$ cat config.mk
export PLATFORM = sky130hd
export DESIGN_NAME = tl_write_back_reg
export DESIGN_NICKNAME = d
export VERILOG_FILES = /design/src/rtl/wb_pkg.sv /design/src/rtl/load_extract.sv /design/src/rtl/tl_write_back_reg.sv
export SDC_FILE = /design/constraint.sdc
export NUM_CORES = 1
export LEC_CHECK = 0
export ABC_AREA = 1
export CELL_PAD_IN_SITES_DETAIL_PLACEMENT = 0
export CELL_PAD_IN_SITES_GLOBAL_PLACEMENT = 1
export CORE_MARGIN = 4
export CORE_UTILIZATION = 35
export CTS_CLUSTER_DIAMETER = 120
export DETAILED_ROUTE_END_ITERATION = 8
export PLACE_DENSITY = 0.83
export SLEW_MARGIN = 20
export SYNTH_ARGS = -nofsm -noshare
export SYNTH_HDL_FRONTEND = slang
export SYNTH_SLANG_ARGS = --single-unit
export TNS_END_PERCENT = 100
$ cat constraint.sdc
create_clock -name i_clk -period 2.05 [get_ports i_clk]
set_input_delay 0.3075 -clock i_clk [delete_from_list [all_inputs] [get_ports i_clk]]
set_output_delay 0.3075 -clock i_clk [all_outputs]
set_load 0.01 [all_outputs]
$ cat src/rtl/wb_pkg.sv
// Shared encodings for the MEM/WB write-back stage.
//   WB_SEL_*   : register-file write-data source select codes
//   LOAD_*     : load-type codes used by sub-word extraction
//   wb_state_e : write-back control FSM state
package wb_pkg;

    localparam logic [1:0] WB_SEL_ALU  = 2'b00;
    localparam logic [1:0] WB_SEL_MEM  = 2'b01;
    localparam logic [1:0] WB_SEL_LINK = 2'b10;

    localparam logic [2:0] LOAD_LW  = 3'b000;
    localparam logic [2:0] LOAD_LB  = 3'b001;
    localparam logic [2:0] LOAD_LBU = 3'b010;
    localparam logic [2:0] LOAD_LH  = 3'b011;
    localparam logic [2:0] LOAD_LHU = 3'b100;

    typedef enum logic {
        StRun    = 1'b0,
        StHalted = 1'b1
    } wb_state_e;

endpackage

$ cat src/rtl/load_extract.sv
// Combinational sub-word load extraction.
// Ports:
//   raw_word_i   : word read from data memory
//   offset_i     : byte offset within the word (address bits [1:0])
//   load_type_i  : LW/LB/LBU/LH/LHU code, unknown codes behave as LW
//   data_o       : extended load data, or the raw word when misaligned
//   misaligned_o : access is not naturally aligned for its size
module load_extract
    import wb_pkg::*;
#(
    parameter int unsigned LEN          = 32,
    parameter int unsigned NB_LOAD_TYPE = 3
) (
    input  logic [LEN-1:0]          raw_word_i,
    input  logic [1:0]              offset_i,
    input  logic [NB_LOAD_TYPE-1:0] load_type_i,
    output logic [LEN-1:0]          data_o,
    output logic                    misaligned_o
);

    logic [7:0]     byte_sel;
    logic [15:0]    half_sel;
    logic [LEN-1:0] ext_data;

    always_comb begin
        byte_sel = raw_word_i[7:0];
        unique case (offset_i)
            2'd0: byte_sel = raw_word_i[7:0];
            2'd1: byte_sel = raw_word_i[15:8];
            2'd2: byte_sel = raw_word_i[23:16];
            2'd3: byte_sel = raw_word_i[31:24];
            default: byte_sel = raw_word_i[7:0];
        endcase
        half_sel = offset_i[1] ? raw_word_i[31:16] : raw_word_i[15:0];
    end

    always_comb begin
        ext_data     = raw_word_i;
        misaligned_o = 1'b0;
        case (load_type_i)
            LOAD_LB:  ext_data = {{(LEN-8){byte_sel[7]}}, byte_sel};
            LOAD_LBU: ext_data = {{(LEN-8){1'b0}}, byte_sel};
            LOAD_LH: begin
                ext_data     = {{(LEN-16){half_sel[15]}}, half_sel};
                misaligned_o = offset_i[0];
            end
            LOAD_LHU: begin
                ext_data     = {{(LEN-16){1'b0}}, half_sel};
                misaligned_o = offset_i[0];
            end
            default: misaligned_o = (offset_i != 2'd0);
        endcase
        // A misaligned access passes the raw word through unchanged.
        data_o = misaligned_o ? raw_word_i : ext_data;
    end

endmodule

$ cat src/rtl/tl_write_back_reg.sv
// MEM/WB pipeline register and write-back stage.
// Ports:
//   i_clk, i_rst_n       : clock (rising edge), async active-low reset
//   i_valid/i_stall/...  : MEM-stage instruction and pipeline control
//   i_read_data          : raw memory word; i_result_alu[1:0] is the byte offset
//   i_pc_plus8           : link value for JAL/JALR
//   i_wb_sel/i_load_type : data source select and load type
//   i_RegWrite/i_write_reg/i_halt : destination control and HALT marker
//   o_write_data/o_write_reg/o_RegWrite : register-file write port
//   o_valid, o_misaligned, o_halted, o_retired_count : status
module tl_write_back_reg
    import wb_pkg::*;
#(
    parameter int unsigned LEN                  = 32,
    parameter int unsigned NB_ADDRESS_REGISTROS = 5,
    parameter int unsigned NB_WB_SEL            = 2,
    parameter int unsigned NB_LOAD_TYPE         = 3,
    parameter int unsigned NB_COUNT             = 32
) (
    input  logic                            i_clk,
    input  logic                            i_rst_n,
    input  logic                            i_valid,
    input  logic                            i_stall,
    input  logic                            i_flush,
    input  logic [LEN-1:0]                  i_read_data,
    input  logic [LEN-1:0]                  i_result_alu,
    input  logic [LEN-1:0]                  i_pc_plus8,
    input  logic [NB_WB_SEL-1:0]            i_wb_sel,
    input  logic [NB_LOAD_TYPE-1:0]         i_load_type,
    input  logic                            i_RegWrite,
    input  logic [NB_ADDRESS_REGISTROS-1:0] i_write_reg,
    input  logic                            i_halt,
    output logic [LEN-1:0]                  o_write_data,
    output logic [NB_ADDRESS_REGISTROS-1:0] o_write_reg,
    output logic                            o_RegWrite,
    output logic                            o_valid,
    output logic                            o_misaligned,
    output logic                            o_halted,
    output logic [NB_COUNT-1:0]             o_retired_count
);

    // MEM/WB fields
    logic                            valid_q;
    logic                            regwrite_q;
    logic                            halt_q;
    logic [LEN-1:0]                  read_data_q;
    logic [LEN-1:0]                  result_alu_q;
    logic [LEN-1:0]                  pc_plus8_q;
    logic [NB_WB_SEL-1:0]            wb_sel_q;
    logic [NB_LOAD_TYPE-1:0]         load_type_q;
    logic [NB_ADDRESS_REGISTROS-1:0] write_reg_q;

    logic                            capture;
    logic                            counted_q, counted_d;
    logic [NB_COUNT-1:0]             count_q, count_d;
    logic                            count_en;
    logic                            run_active;
    wb_state_e                       state_q, state_d;

    logic [LEN-1:0]                  ext_data;
    logic                            ext_misaligned;
    logic                            misaligned;

    assign capture = ~i_flush & ~i_stall;

    always_ff @(posedge i_clk or negedge i_rst_n) begin
        if (!i_rst_n) begin
            valid_q      <= 1'b0;
            regwrite_q   <= 1'b0;
            halt_q       <= 1'b0;
            read_data_q  <= '0;
            result_alu_q <= '0;
            pc_plus8_q   <= '0;
            wb_sel_q     <= '0;
            load_type_q  <= '0;
            write_reg_q  <= '0;
        end else if (i_flush) begin
            valid_q    <= 1'b0;
            regwrite_q <= 1'b0;
            halt_q     <= 1'b0;
        end else if (!i_stall) begin
            valid_q      <= i_valid;
            regwrite_q   <= i_RegWrite;
            halt_q       <= i_halt;
            read_data_q  <= i_read_data;
            result_alu_q <= i_result_alu;
            pc_plus8_q   <= i_pc_plus8;
            wb_sel_q     <= i_wb_sel;
            load_type_q  <= i_load_type;
            write_reg_q  <= i_write_reg;
        end
    end

    // A stall-held entry must only be counted on its first WB cycle.
    assign counted_d = capture ? 1'b0 : (counted_q | valid_q);
    assign count_en  = run_active & valid_q & ~counted_q & (count_q != {NB_COUNT{1'b1}});

    always_comb begin
        count_d = count_q;
        if (count_en) begin
            count_d = count_q + {{(NB_COUNT-1){1'b0}}, 1'b1};
        end
    end

    always_ff @(posedge i_clk or negedge i_rst_n) begin
        if (!i_rst_n) begin
            counted_q <= 1'b0;
            count_q   <= '0;
        end else begin
            counted_q <= counted_d;
            count_q   <= count_d;
        end
    end

    // FSM: state register
    always_ff @(posedge i_clk or negedge i_rst_n) begin
        if (!i_rst_n) begin
            state_q <= StRun;
        end else begin
            state_q <= state_d;
        end
    end

    // FSM: next state; HALTED is left only through reset
    always_comb begin
        state_d = state_q;
        unique case (state_q)
            StRun:    if (valid_q && halt_q) state_d = StHalted;
            StHalted: state_d = StHalted;
            default:  state_d = StRun;
        endcase
    end

    // FSM: outputs
    always_comb begin
        run_active = (state_q == StRun);
        o_halted   = (state_q == StHalted);
    end

    load_extract #(
        .LEN          (LEN),
        .NB_LOAD_TYPE (NB_LOAD_TYPE)
    ) u_load_extract (
        .raw_word_i   (read_data_q),
        .offset_i     (result_alu_q[1:0]),
        .load_type_i  (load_type_q),
        .data_o       (ext_data),
        .misaligned_o (ext_misaligned)
    );

    always_comb begin
        unique case (wb_sel_q)
            WB_SEL_MEM:  o_write_data = ext_data;
            WB_SEL_LINK: o_write_data = pc_plus8_q;
            default:     o_write_data = result_alu_q;
        endcase
    end

    assign misaligned      = valid_q & (wb_sel_q == WB_SEL_MEM) & ext_misaligned;
    assign o_misaligned    = misaligned;
    assign o_write_reg     = write_reg_q;
    assign o_valid         = valid_q;
    assign o_retired_count = count_q;
    assign o_RegWrite      = valid_q & regwrite_q & (write_reg_q != '0) & ~misaligned
                           & ~o_halted;

endmodule

**After elaboration in Yosys (flattened, before gate mapping)**

Index checks and enable logic that the tools add are counted.

- Add/subtract/negate cells: 1
- Eq/ne operators: 11
- Multiplexer cells: 15
- Bitwise operators: 16
- Reduce and logical (&&, ||, !) cells: 7

Operator list:

| operator | number |
|---|---|
| 32-bit one-hot mux with 4 select lines | 1 |
| 32-bit one-hot mux with 2 select lines | 1 |
| 32-bit by 1-bit adder with 32-bit output (second input constant) | 1 |
| 32-bit two-way mux | 1 |
| 32-bit inequality test (second input constant) | 1 |
| 8-bit one-hot mux with 4 select lines | 1 |
| 16-bit two-way mux | 1 |
| 1-bit AND | 10 |
| 1-bit two-way mux | 8 |
| 2-bit equality test (second input constant) | 3 |
| 3-bit by 2-bit equality test with 1-bit output (second input constant) | 2 |
| 1-bit inverter | 5 |
| 5-bit nonzero test | 1 |
| 2-bit by 1-bit equality test with 1-bit output (second input constant) | 2 |
| 1-bit one-hot mux with 2 select lines | 2 |
| 2-bit OR reduction | 2 |
| 3-bit by 1-bit equality test with 1-bit output (second input constant) | 1 |
| 3-bit equality test (second input constant) | 1 |
| 2-bit zero test | 1 |
| 2-bit by 1-bit inequality test with 1-bit output (second input constant) | 1 |
| 2-bit AND reduction | 1 |
| 2-bit nonzero test | 1 |
| 1-bit logical AND | 1 |
| 1-bit OR | 1 |

- Bits in registers: 143
- Input port bits: 113
- Output and inout bits: 73
- Logic and storage cells: 62

**Longest topological paths before layout**

- Depth in word-level cells: 7
- Gate-level depth with buffers: 11
- Gate-level depth less buffers: 10

**Modules after synthesis**

Synthesis repeated with hierarchy kept, for this count alone.

- Cells, all modules: 1173
- Area, all modules: 8224.1 sq um

By module, submodules not included:

| module | times used | cells each | area an instance (sq um) | sequential area each (sq um) |
|---|---|---|---|---|
| tl_write_back_reg | 1 | 904 | 6947.9 | 3578.4 |
| load_extract | 1 | 269 | 1276.2 | 0.0 |

**Worst setup path after synthesis**

No wires, ideal clock.

- Path kind: register -> output
- Start point: register result_alu_q[1]
- End point: output port o_write_data[16]
- Data arrival time: 1496 ps
- Data required time: 1742 ps
- Setup slack: 247 ps
- Cell stages (with the launch flop): 12
- Path buffers: 2
- Path through: dfrtp_1 > buf_6 > inv_2 > nand2_1 > nand3_1 > nand3_4 > nand2_2 > nand2_4 > buf_6 > nand2_1 > nand2_1 > a21oi_1

- Longest elaborated chain between the ends: 5
- Elaborated cells on any way between the ends: 11
- Those cells by class: eq/ne (3); mux (6); reduce/logical (2)

Ends and longest elaborated chain:

| what | line | source |
|---|---|---|
| start: declaration | tl_write_back_reg.sv:47 | `logic [LEN-1:0] result_alu_q;` |
| start signal: assignment | tl_write_back_reg.sv:86 | `result_alu_q <= i_result_alu;` |
| 2-bit equality test, or another cell as far along | load_extract.sv:27 | `unique case (offset_i)` |
| 8-bit one-hot mux with 4 select lines | load_extract.sv:27 |  |
| 32-bit one-hot mux with 4 select lines | load_extract.sv:40 | `case (load_type_i)` |
| 32-bit two-way mux * | load_extract.sv:54 | `data_o = misaligned_o ? raw_word_i : ext_data;` |
| 32-bit one-hot mux with 2 select lines * | tl_write_back_reg.sv:152 | `unique case (wb_sel_q)` |
| end: declaration | tl_write_back_reg.sv:33 | `output logic [LEN-1:0] o_write_data,` |

Mark *: on every way between the ends. The rest lies on a longest branch, timed or not.

**Final worst setup path**

- Start point: register load_type_q[2]
- End point: output port o_write_data[0]

- Longest elaborated chain between the ends: 5
- Elaborated cells on any way between the ends: 10
- Those cells by class: eq/ne (4); mux (4); reduce/logical (2)

Ends and longest elaborated chain:

| what | line | source |
|---|---|---|
| start: declaration | tl_write_back_reg.sv:50 | `logic [NB_LOAD_TYPE-1:0] load_type_q;` |
| start signal: assignment | tl_write_back_reg.sv:89 | `load_type_q <= i_load_type;` |
| 3-bit by 2-bit equality test with 1-bit output, or another cell as far along | load_extract.sv:40 |  |
| 2-bit OR reduction (no line) | -- |  |
| 1-bit one-hot mux with 2 select lines | load_extract.sv:40 |  |
| 32-bit two-way mux * | load_extract.sv:54 |  |
| 32-bit one-hot mux with 2 select lines * | tl_write_back_reg.sv:152 |  |

Marks and branches as above.

==> results by group <==
Outcome
  – Run status: finished with violations
  – Failing checks: negative setup slack

Clock tree
  – Clock buffer count from CTS: 17
  – CTS Root Cell: clkbuf_16
  – CTS tree: yes
  – Clk sinks: 143
  – Clk buf depth: 2
  – Clock transition at the registers of the reported paths: 0.07 ns
  – Worst-Skew Late Latency: 0.43 ns
  – H-tree depth: 4

Power and ir drop
  – Peak VDD IR: 496.5 µV
  – P per Cell Area: 855.1 nW/µm²
  – Static Leak: 5.359 nW

Min path
  – Path category of the worst min-delay check: in2async

Timing
  – Pins over their slew limit: 0
  – PnR worst setup slack: -0.3600 ns
  – Final hold violation count: 0
  – Final Setup Violations: 34
  – Minimum clock period: 2.410 ns
  – Actual slew at the worst max-slew pin: 0.4157 ns
  – Slew margin rel.: 72.28%
  – Fin Setup TNS: -9.634 ns
  – Post-route clock skew: 0.01471 ns
  – Final period util: 117.6%
  – Fmax: 0.4149 GHz
  – RSZ-0062 raised after global routing: yes

Flow run
  – Max Cap Viol: 0

Global route
  – Largest net degree at the start of global routing: 79
  – Gr ovfl total: 0
  – First-pass GRT wire length: 41500 µm
  – GRT Total Usage: 21.56%
  – Vias in the first global route: 7752
  – Initial antenna violation count: 0

Floorplan
  – Starting Density: 35.51%
  – Core area: 21760 µm²
  – Rows: 54
  – I/O pins: 186
  – Die Area: 24510 µm²
  – DIE HEIGHT: 156.6 µm
  – Die width: 156.6 µm

Routing
  – DRC viols: 0
  – DRT iter0 DRCs: 522
  – Via/cell ratio: 4.912
  – Final WL: 26730 µm
  – Post-DR wirelength/cell: 16.54 µm
  – Via count: 7937
  – Final ANT Viol Nets: 0
  – Initial DRT Pass Iterations: 5

Setup path
  – Slowest-stage cell, CP: dfrtp_1
  – Critical Path AT: 2.10 ns
  – CP Capture Type: primary output
  – CP Max Fanout: 8
  – CP Data Required Time: 1.74 ns
  – Worst path cell trace: inv_2 > nand3_2 > nand2_2 > a21oi_4 > buf_12 > buf_16 > nand2_1 > nand3_1 > a21oi_2 > buf_2
  – Setup crit start kind: flop
  – Critical path class: reg2out
  – CP max stage delay: 0.40 ns
  – Reg2Reg Depth: 9

Finish
  – Diode count: 0
  – Area Growth Syn to Fin: 47.64%
  – # nets final: 1439
  – Fin cells: 1616
  – Share of cells above drive strength 1: 19.54%

Synthesis
  – Post-Syn Area: 7725 µm²
  – Ys Warns: 0
  – Yosys top cell by area: dfrtp_1
  – Mapped Nets: 1214
  – Seq/Total Area, Yosys: 46.32%
  – Cells after synthesis: 1098
  – Unique cell type count in the Yosys netlist: 33
  – Top cell type's share of synthesized area: 46.32%
  – Synth top area cells: dfrtp_1, nand2_1, a21oi_1
  – Synth Register Bits: 143
  – Synthesized area per cell: 7.035 µm²

Placement
  – DP HPWL: 18570 µm
  – Port bufs: 185
  – RD Place Congestion: 0.9054
  – Pre-CTS setup slack: -0.2606 ns
  – Placed cells: 1569
[critical path: cells and delay by family, from the launching register on]
family | cells | cell delay, ns
compound gates | 2 | 0.31
simple gates | 4 | 0.36
buf+inv | 4 | 0.60
flops | 1 | 0.40
[layer usage]
metal  share of wire [%]  GRT usage [%]  wire length (µm)  vias to the layer above
li1                    -              -                 -                     3890
met4                 2.9          6.694               785                        0
met1                  43          28.75             11550                     3715
met5                   0              0                 0                        -
met2                  48          35.53             12920                      278
met3                 5.5          4.231              1468                       54
[cell type report]
type	count	area, µm²
multi-input cells	832	4121
inverters	73	281.5
clock buffers	19	442.9
fillers	2136	10350
clock inverters	13	152.6
repair buffers	256	2474
flip-flops and latches	143	3582
well taps	280	350.3
[Yosys cell counts, drive strengths merged]
| library cell | n |
|---|---|
| dfrtp | 143 |
| inv | 73 |
| a21oi | 65 |
| nand3b | 6 |
| o311ai | 1 |
| xnor2 | 13 |
| nand2 | 516 |
| xor2 | 8 |
| ha | 3 |
| nand3 | 59 |
| nor3 | 6 |
| a211oi | 1 |
| nand4 | 8 |
| buf | 17 |
| o21ai | 62 |
| nor2 | 82 |
| clkbuf | 34 |
| a21boi | 1 |
[timing repair]
item                       CTS  global route
hold endpoints to repair    37             0
hold buffers                 1             0
setup endpoints to repair   34            36
buffers inserted             9             3
gates cloned                 4             0
resized for setup          229            48
pin swaps                   39            35
[cell families (layout without fill, tap and decap cells)]
| kind of cell | Yosys count | in the layout | share of synthesized area, % |
|---|---|---|---|
| AOI/OAI and AO/OA | 130 | 130 | 8.584 |
| xor gates and xnor gates | 21 | 21 | 2.381 |
| adders and majority gates | 3 | 3 | 0.4860 |
| buffers and inverters | 124 | 361 | 6.738 |
| DFF | 143 | 143 | 46.32 |
| and+or+nand+nor | 677 | 678 | 35.49 |
[through the flow]
step / total power (W) / hold slack, ns / instance area [µm²] / utilization, %
final: 0.009752 / 0.3540 / 11400 / 52.42
after global placement: 0.006184 / 0.2569 / 10250 / 47.14
after global routing: 0.01023 / 0.3883 / 11400 / 52.42
after CTS: 0.009696 / 0.3652 / 11260 / 51.78
after floorplan: 0.004678 / 0.01191 / 7725 / -
after detailed placement: 0.006204 / 0.2623 / 10250 / 47.14
[cells in the final DEF, fill, tap and decap left out, drive strengths merged]
master         count
nand2            517
clkdlybuf4s50    150
dfrtp            143
buf              105
nor2              82
inv               78
a21oi             65
o21ai             62
nand3             59
clkbuf            19
xnor2             13
nand4              8
xor2               8
nand3b             6
nor3               6
clkinvlp           5
ha                 3
bufinv             2
a211oi             1
o311ai             1
a21boi             1
clkinv             1
dlygate4sd3        1
[final timing paths]
path | slack (ns) | endpoint | start
worst max register to register | 0.20 | o_retired_count[16] | o_retired_count[1]
min in group i_clk | 0.41 | result_alu_q[4] | i_result_alu[4]
worst max-delay path | -0.36 | o_write_data[0] | load_type_q[2]
worst min-delay path | 0.35 | o_retired_count[1] | i_rst_n
worst min register to register | 0.47 | pc_plus8_q[18] | pc_plus8_q[18]
max in group asynchronous | 0.99 | result_alu_q[11] | i_rst_n
[power by group]
group | leakage (nW) | switching (W) | total (W) | internal (W)
clock network | 0.275 | 0.00134 | 0.00319 | 0.00185
registers | 1.81 | 0.000226 | 0.00336 | 0.00313
logic | 3.27 | 0.00179 | 0.00321 | 0.00141
total | 5.36 | 0.00336 | 0.00975 | 0.00639
Power figures use the tool's default switching activity.
